<file path="config.mk">
export PLATFORM = sky130hd
export DESIGN_NAME = intarziere_canale
export DESIGN_NICKNAME = d
export VERILOG_FILES = /design/src/rtl/intarziere_pkg.sv /design/src/rtl/intarziere_canal.sv /design/src/rtl/intarziere_canale.sv
export SDC_FILE = /design/constraint.sdc
export NUM_CORES = 1
export LEC_CHECK = 0
export BUFFER_PORTS_ARGS = -buffer_cell sky130_fd_sc_hd__buf_4
export CORE_MARGIN = 2
export CORE_UTILIZATION = 45
export DETAILED_ROUTE_END_ITERATION = 10
export PLACE_DENSITY = 0.65
export SYNTH_ARGS = -nofsm -noshare
export SYNTH_HDL_FRONTEND = slang
export SYNTH_SLANG_ARGS = --single-unit
</file>
<file path="constraint.sdc">
create_clock -name clk -period 3.12 [get_ports clk]
set_input_delay 0.312 -clock clk [delete_from_list [all_inputs] [get_ports clk]]
set_output_delay 0.312 -clock clk [all_outputs]
set_load 0.01 [all_outputs]
</file>
<file path="src/rtl/intarziere_pkg.sv">
// Shared types and constants for the multi-channel delayed-pulse generator.
package intarziere_pkg;

    typedef enum logic [1:0] {
        ST_IDLE   = 2'd0,
        ST_WAIT   = 2'd1,
        ST_ACTIVE = 2'd2,
        ST_DONE   = 2'd3
    } stare_t;

    localparam logic MOD_LEVEL = 1'b0;
    localparam logic MOD_EDGE  = 1'b1;

    function automatic logic este_ocupat(input stare_t s);
        return (s == ST_WAIT) || (s == ST_ACTIVE);
    endfunction

endpackage

</file>
<file path="src/rtl/intarziere_canal.sv">
// One channel: input synchroniser, falling-edge detect, tick counter and
// IDLE/WAIT/ACTIVE/DONE sequencer with registered outputs.
module intarziere_canal
    import intarziere_pkg::*;
#(
    parameter int DELAY = 1,
    parameter int HOLD  = 2,
    parameter int CNT_W = 4
) (
    input  logic clk,
    input  logic rst_n,
    input  logic i_tick,
    input  logic i_semnal,
    input  logic i_mod_edge,
    output logic o_semnal_out,
    output logic o_busy,
    output logic o_done_pulse
);

    localparam logic [CNT_W-1:0] L_DELAY = CNT_W'(DELAY);
    localparam logic [CNT_W-1:0] L_END   = CNT_W'(DELAY + HOLD);
    localparam logic [CNT_W-1:0] L_ONE   = CNT_W'(1);

    logic             r_sync1;
    logic             r_sync2;
    logic             r_prev;
    stare_t           r_state;
    logic [CNT_W-1:0] r_cnt;
    logic             r_mode;

    stare_t           w_state_nxt;
    stare_t           w_adv_state;
    logic [CNT_W-1:0] w_cnt_nxt;
    logic [CNT_W-1:0] w_adv_cnt;
    logic [CNT_W-1:0] w_cnt_inc;
    logic             w_mode_nxt;
    logic             w_mode_eff;
    logic             w_fall;

    // Two-flop synchroniser plus previous-value flop, all idle-high.
    always_ff @(posedge clk or negedge rst_n) begin
        if (!rst_n) begin
            r_sync1 <= 1'b1;
            r_sync2 <= 1'b1;
            r_prev  <= 1'b1;
        end else begin
            r_sync1 <= i_semnal;
            r_sync2 <= r_sync1;
            r_prev  <= r_sync2;
        end
    end

    assign w_fall     = r_prev & ~r_sync2;
    // The live mode input only matters when starting from IDLE; otherwise the captured mode rules.
    assign w_mode_eff = (r_state == ST_IDLE) ? i_mod_edge : r_mode;
    assign w_cnt_inc  = (r_cnt >= L_END) ? L_END : (r_cnt + L_ONE);

    // Tick-driven progress through WAIT and ACTIVE, shared by both modes.
    always_comb begin
        w_adv_state = r_state;
        w_adv_cnt   = r_cnt;
        if (i_tick) begin
            w_adv_cnt = w_cnt_inc;
            if (w_cnt_inc >= L_END) begin
                w_adv_state = ST_DONE;
            end else if (w_cnt_inc >= L_DELAY) begin
                w_adv_state = ST_ACTIVE;
            end else begin
                w_adv_state = ST_WAIT;
            end
        end else begin
            w_adv_state = r_state;
        end
    end

    // Next-state selection: level abort and edge retrigger both outrank tick.
    always_comb begin
        w_state_nxt = r_state;
        w_cnt_nxt   = r_cnt;
        w_mode_nxt  = r_mode;
        if (w_mode_eff == MOD_LEVEL) begin
            if (r_sync2) begin
                w_state_nxt = ST_IDLE;
                w_cnt_nxt   = '0;
            end else begin
                case (r_state)
                    ST_IDLE: begin
                        w_state_nxt = ST_WAIT;
                        w_cnt_nxt   = '0;
                        w_mode_nxt  = MOD_LEVEL;
                    end
                    ST_WAIT, ST_ACTIVE: begin
                        w_state_nxt = w_adv_state;
                        w_cnt_nxt   = w_adv_cnt;
                    end
                    ST_DONE: begin
                        w_state_nxt = ST_DONE;
                    end
                    default: begin
                        w_state_nxt = ST_IDLE;
                        w_cnt_nxt   = '0;
                    end
                endcase
            end
        end else begin
            if (w_fall) begin
                w_state_nxt = ST_WAIT;
                w_cnt_nxt   = '0;
                if (r_state == ST_IDLE) begin
                    w_mode_nxt = MOD_EDGE;
                end else begin
                    w_mode_nxt = r_mode;
                end
            end else begin
                case (r_state)
                    ST_IDLE: begin
                        w_state_nxt = ST_IDLE;
                    end
                    ST_WAIT, ST_ACTIVE: begin
                        w_state_nxt = w_adv_state;
                        w_cnt_nxt   = w_adv_cnt;
                    end
                    ST_DONE: begin
                        w_state_nxt = ST_IDLE;
                        w_cnt_nxt   = '0;
                    end
                    default: begin
                        w_state_nxt = ST_IDLE;
                        w_cnt_nxt   = '0;
                    end
                endcase
            end
        end
    end

    // Sequencer state, counter and captured mode.
    always_ff @(posedge clk or negedge rst_n) begin
        if (!rst_n) begin
            r_state <= ST_IDLE;
            r_cnt   <= '0;
            r_mode  <= MOD_LEVEL;
        end else begin
            r_state <= w_state_nxt;
            r_cnt   <= w_cnt_nxt;
            r_mode  <= w_mode_nxt;
        end
    end

    // Outputs decoded from the next state so they change on the same edge as the state.
    always_ff @(posedge clk or negedge rst_n) begin
        if (!rst_n) begin
            o_semnal_out <= 1'b0;
            o_busy       <= 1'b0;
            o_done_pulse <= 1'b0;
        end else begin
            o_semnal_out <= (w_state_nxt == ST_ACTIVE);
            o_busy       <= este_ocupat(w_state_nxt);
            o_done_pulse <= (w_state_nxt == ST_DONE) && (r_state == ST_ACTIVE);
        end
    end

endmodule

</file>
<file path="src/rtl/intarziere_canale.sv">
// Top: N_CH independent delayed-pulse channels sharing clock, reset and tick.
module intarziere_canale
    import intarziere_pkg::*;
#(
    parameter int N_CH  = 4,
    parameter int DELAY = 1,
    parameter int HOLD  = 2,
    parameter int CNT_W = 4
) (
    input  logic            clk,
    input  logic            rst_n,
    input  logic            tick,
    input  logic [N_CH-1:0] semnal,
    input  logic [N_CH-1:0] mod_edge,
    output logic [N_CH-1:0] semnal_out,
    output logic [N_CH-1:0] busy,
    output logic [N_CH-1:0] done_pulse
);

    // The counter must be able to hold DELAY+HOLD without wrapping.
    if (DELAY < 1) begin : g_chk_delay
        $error("intarziere_canale: DELAY must be at least 1");
    end
    if (HOLD < 1) begin : g_chk_hold
        $error("intarziere_canale: HOLD must be at least 1");
    end
    if ((DELAY + HOLD) >= (1 << CNT_W)) begin : g_chk_cnt
        $error("intarziere_canale: DELAY+HOLD does not fit in CNT_W bits");
    end
    if (N_CH < 1) begin : g_chk_nch
        $error("intarziere_canale: N_CH must be at least 1");
    end

    for (genvar g = 0; g < N_CH; g++) begin : g_canal
        intarziere_canal #(
            .DELAY (DELAY),
            .HOLD  (HOLD),
            .CNT_W (CNT_W)
        ) u_canal (
            .clk          (clk),
            .rst_n        (rst_n),
            .i_tick       (tick),
            .i_semnal     (semnal[g]),
            .i_mod_edge   (mod_edge[g]),
            .o_semnal_out (semnal_out[g]),
            .o_busy       (busy[g]),
            .o_done_pulse (done_pulse[g])
        );
    end

endmodule

</file>
==> out/qor.yml, run 1 <==
syn_area_per_cell_um2: 11.0
final-max-slew-violation-count: 0
core_area_um2: 6030
drive_above_1_share_pct: 21.4
power.internal_uw: 1720
fill_cells: 539
p_clk_share_pct: 16.1
cp.required_ns: 3.31
synth_edf_count: 0
reg2reg_slack_ns: 0.88
post-route-period-util_pct: 71.9
ant_nets: 0
seqCellArea_um2: 1320
ir_drop_v: 0.000331
antenna_found_initial: 0
p_per_area_nw_per_um2: 913
power_frac_seq_pct: 36.4
clockBufferDepth: 2
areaGrowthSynthToFinish_pct: 8.14
slew_headroom_pct: 46.8
reg2reg_to: "g_canal[1].u_canal.o_busy$_DFF_PN0_"
async_flop_share_pct: 100
r2r-start: "g_canal[1].u_canal.r_state[0]$_DFF_PN0_"
grt_overflow: 0
swShare_pct: 38.7
timing.fmax_mhz: 446
reg2reg_depth: 6
cts_hold_buffers: 0
n_antenna_cell: 0
cp-start-kind: "flop"
skew_ns: 0.00667
synth_flop_cell: "dfrtp_1"
cts_made_buffers: 5
ys_seq_area_share_pct: 46.3
cp-end-kind: "flop"
dr_total_vias: 1890
fin_ws_ns: 0.877
fin_crit_ns: 2.24
syn_nets: 298
synthCells: 259
row_count: 28
comb_power_share_pct: 47.5
drc: 0
hold_path_class: "in2async"
clk_latency_ns: 0.30
fp.dieH_um: 83.5
power.leakage_uw: 0.00147
nNetsFinal: 309
final_cell_mix: "dfrtp_1 (40), ha_1 (28), buf_4 (22), inv_1 (20), a31oi_1 (16)"
crit_start: "g_canal[1].u_canal.r_state[0]$_DFF_PN0_"
grt_use_total_pct: 13.3
worst-endpoint-arrival_ns: 2.43
cp-endpoint: "g_canal[1].u_canal.o_busy$_DFF_PN0_"
cts.repair.resized: 0
fin_cells: 346
pre_cts_ws_ns: 0.890
status: "finished, final reports clean"
synthDistinctLibCells: 53
vias_per_cell: 5.46
io_buffer_count: 22
final_common_cell: "dfrtp_1"
syn-cell-area_um2: 2840
max_cap_violations: 0
dp_hpwl_um: 3020
p_total_uw: 2810
cts_root_buffer: "clkbuf_8"
setup_viol: 0
firstDrtPassIters: 4
ioPinCount: 23
cts-htree-levels: 2
finalHoldViolCount: 0
grt_pass1_vias: 1773
die_x_um: 83.5
tns_ns: 0
numClockSinks: 52
floorplan.die_area_um2: 6970
path_clk_slew_ns: 0.09
worst_pin_slew_ns: 0.777
path_max_fanout: 4
finalWeightedCongestion: 0.798
finalWirelength_um: 4280
multiInputGateArea_um2: 1320
synth_seq_cells: 52
wl_per_cell_um: 12.4
grt_setup_unrepaired: "false"
post_cts_buffers: 0
drt_iter0_drc: 104
fin_util_pct: 51.0
dp_cells: 338
yosysWarnings: 0
start_util_pct: 47.2
grt_max_degree: 53
p_sw_uw: 1090
critical_path_class: "reg2reg"
grt_first_pass_wirelength_um: 7700
cts_tree: "built"
[how the worst min path moves through the flow]
stage	startpoint	endpoint	depth (start not counted)	slack, ns
6_report	rst_n	g_canal[3].u_canal.o_semnal_out$_DFF_PN0_	1	0.02
5_1_grt	rst_n	g_canal[3].u_canal.o_semnal_out$_DFF_PN0_	1	0.08
4_1_cts	rst_n	g_canal[3].u_canal.o_semnal_out$_DFF_PN0_	1	0.05
3_5_place_dp	g_canal[3].u_canal.r_sync1$_DFF_PN1_	g_canal[3].u_canal.r_sync2$_DFF_PN1_	0	0.35
3_3_place_gp	g_canal[1].u_canal.r_sync1$_DFF_PN1_	g_canal[1].u_canal.r_sync2$_DFF_PN1_	0	0.35
2_1_floorplan	rst_n	g_canal[0].u_canal.o_busy$_DFF_PN0_	0	0.02
[worst max-delay path, cell delays in order, from the launching register on]
cell and delay (ns):
dfrtp_1 0.40, inv_1 0.08, ha_1 0.34, o21ai_0 0.10, a2bb2oi_1 0.14, a2111oi_0 0.71
ha_1 0.36
[per-stage QoR]
stage | instance area [µm²] | hold WS (ns)
after floorplan | 2840 | 0.0164
after detailed placement | 2970 | 0.347
final | 3080 | 0.0154
after global placement | 2970 | 0.346
after global routing | 3080 | 0.0793
after CTS | 3080 | 0.0467
[area by class of cell]
cell class / instances / share of cell area (%)
clock buffers: 6 / 2.36
repair buffers: 22 / 5.37
well taps: 75 / 3.05
inverters: 20 / 2.44
flip-flops and latches: 52 / 42.8
clock inverters: 2 / 1.14
multi-input cells: 169 / 42.8
[cells by family (layout without fill, tap and decap cells)]
logic type / after synthesis / after routing / share of synthesized area (%)
fa+ha+maj: 28 / 28 / 12.3
flops: 52 / 52 / 46.3
mux: 7 / 7 / 3.65
xor+xnor: 4 / 4 / 1.23
compound gates: 75 / 75 / 18.2
simple gates: 55 / 55 / 11.0
buf+inv: 38 / 50 / 7.39
[registers in the layout (all words and copies together), names as in the netlist]
name	flops
g_canal.u_canal.r_mode	4
g_canal.u_canal.r_cnt	16
g_canal.u_canal.r_prev	4
g_canal.u_canal.o_semnal_out	4
g_canal.u_canal.r_state	8
g_canal.u_canal.r_sync2	4
g_canal.u_canal.o_busy	4
g_canal.u_canal.o_done_pulse	4
g_canal.u_canal.r_sync1	4
[cell usage after synthesis (all sizes together), types with 4 or more instances]
| master | n | area share, % |
|---|---|---|
| a211oi | 4 | 1.1 |
| a21oi | 13 | 2.4 |
| a31o | 4 | 1.2 |
| a31oi | 17 | 4.0 |
| and2 | 10 | 2.2 |
| buf | 18 | 4.8 |
| dfrtp | 40 | 35 |
| dfstp | 12 | 11 |
| ha | 28 | 12 |
| inv | 20 | 2.6 |
| mux2i | 6 | 3.3 |
| nand2 | 7 | 0.92 |
| nand3 | 4 | 0.70 |
| nor2 | 10 | 1.3 |
| nor2b | 7 | 1.5 |
| nor3 | 7 | 1.6 |
| o21a | 4 | 1.1 |
| o21ai | 12 | 2.2 |
[metal layers]
metal	vias up	track usage, %	part of all wire (%)
met4	0	5.28	1.6
met5	-	0	0
li1	941	-	-
met1	913	17.3	50
met3	6	3.26	3.5
met2	30	21.6	45
[power by group through the flow]
stage	Sequential (µW)	Combinational [µW]	Clock, µW
floorplan	1000	1160	0
global placement	1030	1320	0
detailed placement	1040	1340	0
CTS	1020	1350	472
global route	1050	1510	501
finish	1020	1330	452
Power figures use the tool's default switching activity.
==> inputs of run 2 (changes only) <==
--- a/config.mk
+++ b/config.mk
@@ -9,7 +9,7 @@
 export CORE_MARGIN = 2
 export CORE_UTILIZATION = 45
 export DETAILED_ROUTE_END_ITERATION = 10
-export PLACE_DENSITY = 0.65
+export PLACE_DENSITY = 0.67
 export SYNTH_ARGS = -nofsm -noshare
 export SYNTH_HDL_FRONTEND = slang
 export SYNTH_SLANG_ARGS = --single-unit
==> constraint.sdc (replaced) <==
create_clock -name clk -period 1.9 [get_ports clk]
set_input_delay 0.19 -clock clk [delete_from_list [all_inputs] [get_ports clk]]
set_output_delay 0.19 -clock clk [all_outputs]
set_load 0.01 [all_outputs]
==> run 2 against run 1 <==
Against the previous run: largest power group unchanged; non-clock buffer count is 30 higher; clock power is 70% higher; fmax is 21% higher; critical path type unchanged.
==> out/qor.yml, run 2 (synthesis gave the netlist of run 1 again) <==
clk_latency_ns: 0.31
path_max_fanout: 4
cts_tree: "built"
cts_made_buffers: 5
final_common_cell: "buf_4"
drc: 0
dr_total_vias: 2017
multiInputGateArea_um2: 1510
cts-htree-levels: 2
floorplan.die_area_um2: 6970
antenna_found_initial: 0
status: "finished, final reports clean"
worst_pin_slew_ns: 0.641
row_count: 28
cp-end-kind: "flop"
grt_max_degree: 53
p_per_area_nw_per_um2: 1590
wl_per_cell_um: 13.4
hold_path_class: "in2reg"
numClockSinks: 52
post-route-period-util_pct: 97.5
skew_ns: 0.00830
dp_hpwl_um: 3330
fin_util_pct: 58.2
final-max-slew-violation-count: 0
max_cap_violations: 0
cp-start-kind: "flop"
grt_overflow: 0
areaGrowthSynthToFinish_pct: 23.2
finalHoldViolCount: 0
critical_path_class: "reg2reg"
drt_iter0_drc: 90
grt_first_pass_wirelength_um: 8560
grt_pass1_vias: 2005
finalWirelength_um: 5040
final_cell_mix: "buf_4 (47), dfrtp_1 (40), ha_1 (21), inv_1 (18), a31oi_1 (16)"
placed_area_um2: 3130
drive_above_1_share_pct: 35.9
worst-endpoint-arrival_ns: 2.06
grt_setup_unrepaired: "true"
nNetsFinal: 339
top_regs: "g_canal.u_canal.r_cnt x16, g_canal.u_canal.r_state x8"
finalWeightedCongestion: 0.818
ant_nets: 0
path_clk_slew_ns: 0.10
regMostFlops: "g_canal.u_canal.r_cnt"
grt_use_total_pct: 14.8
fill_cells: 519
firstDrtPassIters: 4
cp.required_ns: 2.11
timing.fmax_mhz: 540
die_x_um: 83.5
largest_register_ffs: 16
power.leakage_uw: 0.00164
fin_crit_ns: 1.85
io_buffer_count: 22
fp.dieH_um: 83.5
start_util_pct: 47.2
pre_cts_ws_ns: -0.0330
setup_viol: 0
slew_headroom_pct: 57.3
vias_per_cell: 5.36
cts_root_buffer: "clkbuf_8"
final_cell_area_um2: 3500
core_area_um2: 6030
fin_ws_ns: 0.0476
n_antenna_cell: 0
clockBufferDepth: 2
ir_drop_v: 0.000911
hold_slack_ns: 0.172
seqCellArea_um2: 1320
ioPinCount: 23
[run 2: per-layer routing]
| metal | part of all wire, % | routed length, µm | global-route usage (%) |
|---|---|---|---|
| met1 | 47 | 2360 | 19.0 |
| met2 | 48 | 2420 | 25.1 |
| met3 | 3.7 | 187 | 3.26 |
| met4 | 1.3 | 66 | 4.40 |
| met5 | 0 | 0 | 0 |
[run 2: layout make-up]
type | count | share of cell area, %
clock buffer | 6 | 2.07
inverter | 20 | 2.14
sequential | 52 | 37.6
timing repair buffer | 52 | 11.5
multi-input combinational | 169 | 42.9
clock inverter | 2 | 1.11
tap | 75 | 2.68
[run 2: power by group]
part / internal, µW / switching (µW)
clock: 398 / 372
combinational: 1640 / 1540
sequential: 1410 / 213
total: 3450 / 2120
[run 2: worst paths after layout]
check / start / endpoint / slack [ns] / depth (start not counted)
max: g_canal[1].u_canal.r_cnt[1]$_DFFE_PN0P_ / g_canal[1].u_canal.o_done_pulse$_DFF_PN0_ / 0.05 / 7
max reg2reg: g_canal[1].u_canal.r_cnt[1]$_DFFE_PN0P_ / g_canal[1].u_canal.o_done_pulse$_DFF_PN0_ / 0.05 / 7
min in group asynchronous: rst_n / g_canal[3].u_canal.o_busy$_DFF_PN0_ / 0.45 / 2
max in group asynchronous: rst_n / g_canal[2].u_canal.r_cnt[2]$_DFFE_PN0P_ / 1.03 / 2
min: mod_edge[3] / g_canal[3].u_canal.r_mode$_DFFE_PN0P_ / 0.17 / 3
min reg2reg: g_canal[1].u_canal.r_sync1$_DFF_PN1_ / g_canal[1].u_canal.r_sync2$_DFF_PN1_ / 0.36 / 0
[run 2: critical path: stages (launching register included)]
cell      delay, ns
dfrtp_1        0.40
ha_2           0.19
or3_4          0.40
o221ai_2       0.19
o21a_1         0.18
a21oi_1        0.07
ha_1           0.21
and2_1         0.13
[run 2: per-stage QoR]
stage / cells / setup TNS (ns) / power (µW)
after floorplan: 259 / 0 / 3560
after global placement: 360 / -0.00601 / 4260
after detailed placement: 360 / -0.0444 / 4320
after CTS: 373 / 0 / 5160
after global routing: 376 / -0.146 / 6060
final: 376 / 0 / 5580
[run 2: timing repair]
item / CTS / global route
endpoints found under the setup margin: 4 / 24
buffers inserted: 0 / 3
pin swaps: 0 / 6
endpoints found under the hold margin: 44 / 0
gates cloned: 0 / 0
resized for setup: 4 / 30
hold buffers: 5 / 0
==> inputs of run 3 (changes only) <==
--- a/config.mk
+++ b/config.mk
@@ -9,7 +9,7 @@
 export CORE_MARGIN = 2
 export CORE_UTILIZATION = 45
 export DETAILED_ROUTE_END_ITERATION = 10
-export PLACE_DENSITY = 0.67
+export PLACE_DENSITY = 0.7
 export SYNTH_ARGS = -nofsm -noshare
 export SYNTH_HDL_FRONTEND = slang
 export SYNTH_SLANG_ARGS = --single-unit
==> run 3 against run 2 <==
Against the previous run: final cell count increased by 0.80%; first-iteration DRC count decreased by 12%; via count decreased by 0.74%; combinational power about the same; flip-flop and latch count unchanged; non-clock buffer count increased by 3; die area unchanged; fmax increased by 1.0%; core utilization decreased by 0.25 points; critical endpoint is now g_canal[2].u_canal.r_cnt[0]$_DFFE_PN0P_; largest cell class unchanged.
==> out/qor.yml, run 3 (synthesis gave the netlist of run 1 again) <==
cp-end-kind: "flop"
numClockSinks: 52
cts-htree-levels: 2
worst_pin_slew_ns: 0.647
ioPinCount: 23
grt_first_pass_wirelength_um: 8510
p_total_uw: 5480
finalWirelength_um: 5190
cp_slowest_cell: "dfrtp_1"
slew_headroom_pct: 56.9
max_stage_delay_ns: 0.39
dp_cells: 359
cts_made_buffers: 5
row_count: 28
drt_iter0_drc: 79
cp.required_ns: 2.09
antenna_found_initial: 0
cts_tree: "built"
cts_root_buffer: "clkbuf_8"
p_clk_share_pct: 12.1
finalHoldViolCount: 0
grt_max_degree: 53
routed.top_layer: "met4"
areaGrowthSynthToFinish_pct: 22.7
crit_chain: "inv_1, ha_2, mux2i_4, a211oi_1, a31oi_1, buf_4, a31o_2, a21oi_2"
core_area_um2: 6030
post-route-period-util_pct: 96.5
grt_pass1_vias: 1960
comb_power_share_pct: 58.2
fin_cells: 379
p_per_area_nw_per_um2: 1570
p_sw_uw: 2130
status: "finished, final reports clean"
vias_per_cell: 5.28
ant_nets: 0
met2_length_um: 2540
floorplan.die_area_um2: 6970
critical_path_class: "reg2reg"
reg2reg_depth: 8
clk_latency_ns: 0.31
multiInputGateArea_um2: 1480
worst-endpoint-arrival_ns: 2.02
drc: 0
io_buffer_count: 22
cp-start-kind: "flop"
wl_met3_um: 156
largest_register_ffs: 16
reg2reg_slack_ns: 0.07
dr_total_vias: 2002
hold_path_class: "in2reg"
power.internal_uw: 3340
clockBufferDepth: 2
skew_ns: 0.00693
drive_above_1_share_pct: 35.2
n_antenna_cell: 0
ir_drop_v: 0.000830
dp_hpwl_um: 3450
grt_overflow: 0
die_x_um: 83.5
fp.dieH_um: 83.5
top_regs: "g_canal.u_canal.r_cnt x16, g_canal.u_canal.r_state x8"
path_max_fanout: 7
fin_crit_ns: 1.83
wirelength_met1_um: 2380
grt_use_total_pct: 14.8
finalWeightedCongestion: 0.834
regMostFlops: "g_canal.u_canal.r_cnt"
hold_depth: 3
power_frac_seq_pct: 29.7
fill_cells: 503
setup_viol: 0
timing.fmax_mhz: 545
seqCellArea_um2: 1320
nNetsFinal: 342
fin_ws_ns: 0.0667
power.leakage_uw: 0.00164
path_clk_slew_ns: 0.09
swShare_pct: 39.0
pre_cts_ws_ns: -0.0192
final_common_cell: "buf_4"
wl_per_cell_um: 13.7
final-max-slew-violation-count: 0
final_cell_mix: "buf_4 (49), dfrtp_1 (40), ha_1 (24), inv_1 (18), a31oi_1 (16)"
max_cap_violations: 0
start_util_pct: 47.2
firstDrtPassIters: 4
-- run 3: layout make-up --
type                    instances  area share [%]
multi-input cells             169            42.5
repair buffers                 55            12.3
inverters                      20            2.15
flip-flops and latches         52            37.7
clock buffers                   7            2.47
well taps                      75            2.69
clock inverters                 1           0.215
-- run 3: routing by layer --
layer	GRT usage, %	vias up
met5	0	-
met4	6.16	0
met3	3.07	10
met2	25.0	35
met1	18.4	956
li1	-	1001
-- run 3: through the flow --
stage	instance area (µm²)	hold slack [ns]	setup TNS (ns)	util [%]
floorplan	2850	-0.106	0	-
global route	3490	0.165	-0.112	57.9
finish	3490	0.164	0	57.9
global placement	3130	0.261	0	51.9
detailed placement	3130	0.274	-0.0576	51.9
CTS	3290	0.148	0	54.6
-- run 3: critical path, delay by kind of cell, from the launching register on --
kind / cells / cell delay, ns
muxes: 1 / 0.29
buffers and inverters: 2 / 0.26
AOI/OAI and AO/OA: 4 / 0.48
adders and majority gates: 1 / 0.29
DFF: 1 / 0.39
-- run 3: final timing paths --
kind / from / end
max: g_canal[2].u_canal.r_state[0]$_DFF_PN0_ / g_canal[2].u_canal.r_cnt[0]$_DFFE_PN0P_
min: mod_edge[3] / g_canal[3].u_canal.r_mode$_DFFE_PN0P_
max reg2reg: g_canal[2].u_canal.r_state[0]$_DFF_PN0_ / g_canal[2].u_canal.r_cnt[0]$_DFFE_PN0P_
min reg2reg: g_canal[3].u_canal.r_sync1$_DFF_PN1_ / g_canal[3].u_canal.r_sync2$_DFF_PN1_
max in group asynchronous: rst_n / g_canal[1].u_canal.r_mode$_DFFE_PN0P_
min in group asynchronous: rst_n / g_canal[3].u_canal.o_semnal_out$_DFF_PN0_
-- run 3: power by group through the flow --
stage | registers, µW | logic [µW] | clock network (µW)
after CTS | 1610 | 2730 | 697
after global routing | 1660 | 3540 | 738
after floorplan | 1650 | 1910 | 0
after global placement | 1620 | 2600 | 0
final | 1620 | 3190 | 662
after detailed placement | 1630 | 2670 | 0
-- run 3: repair_timing --
action,4_1_cts,5_1_grt
hold endpoints to repair,44,0
hold buffers,5,0
buffers inserted,0,7
pin swaps,0,5
setup endpoints to repair,8,15
gates resized for setup,5,25
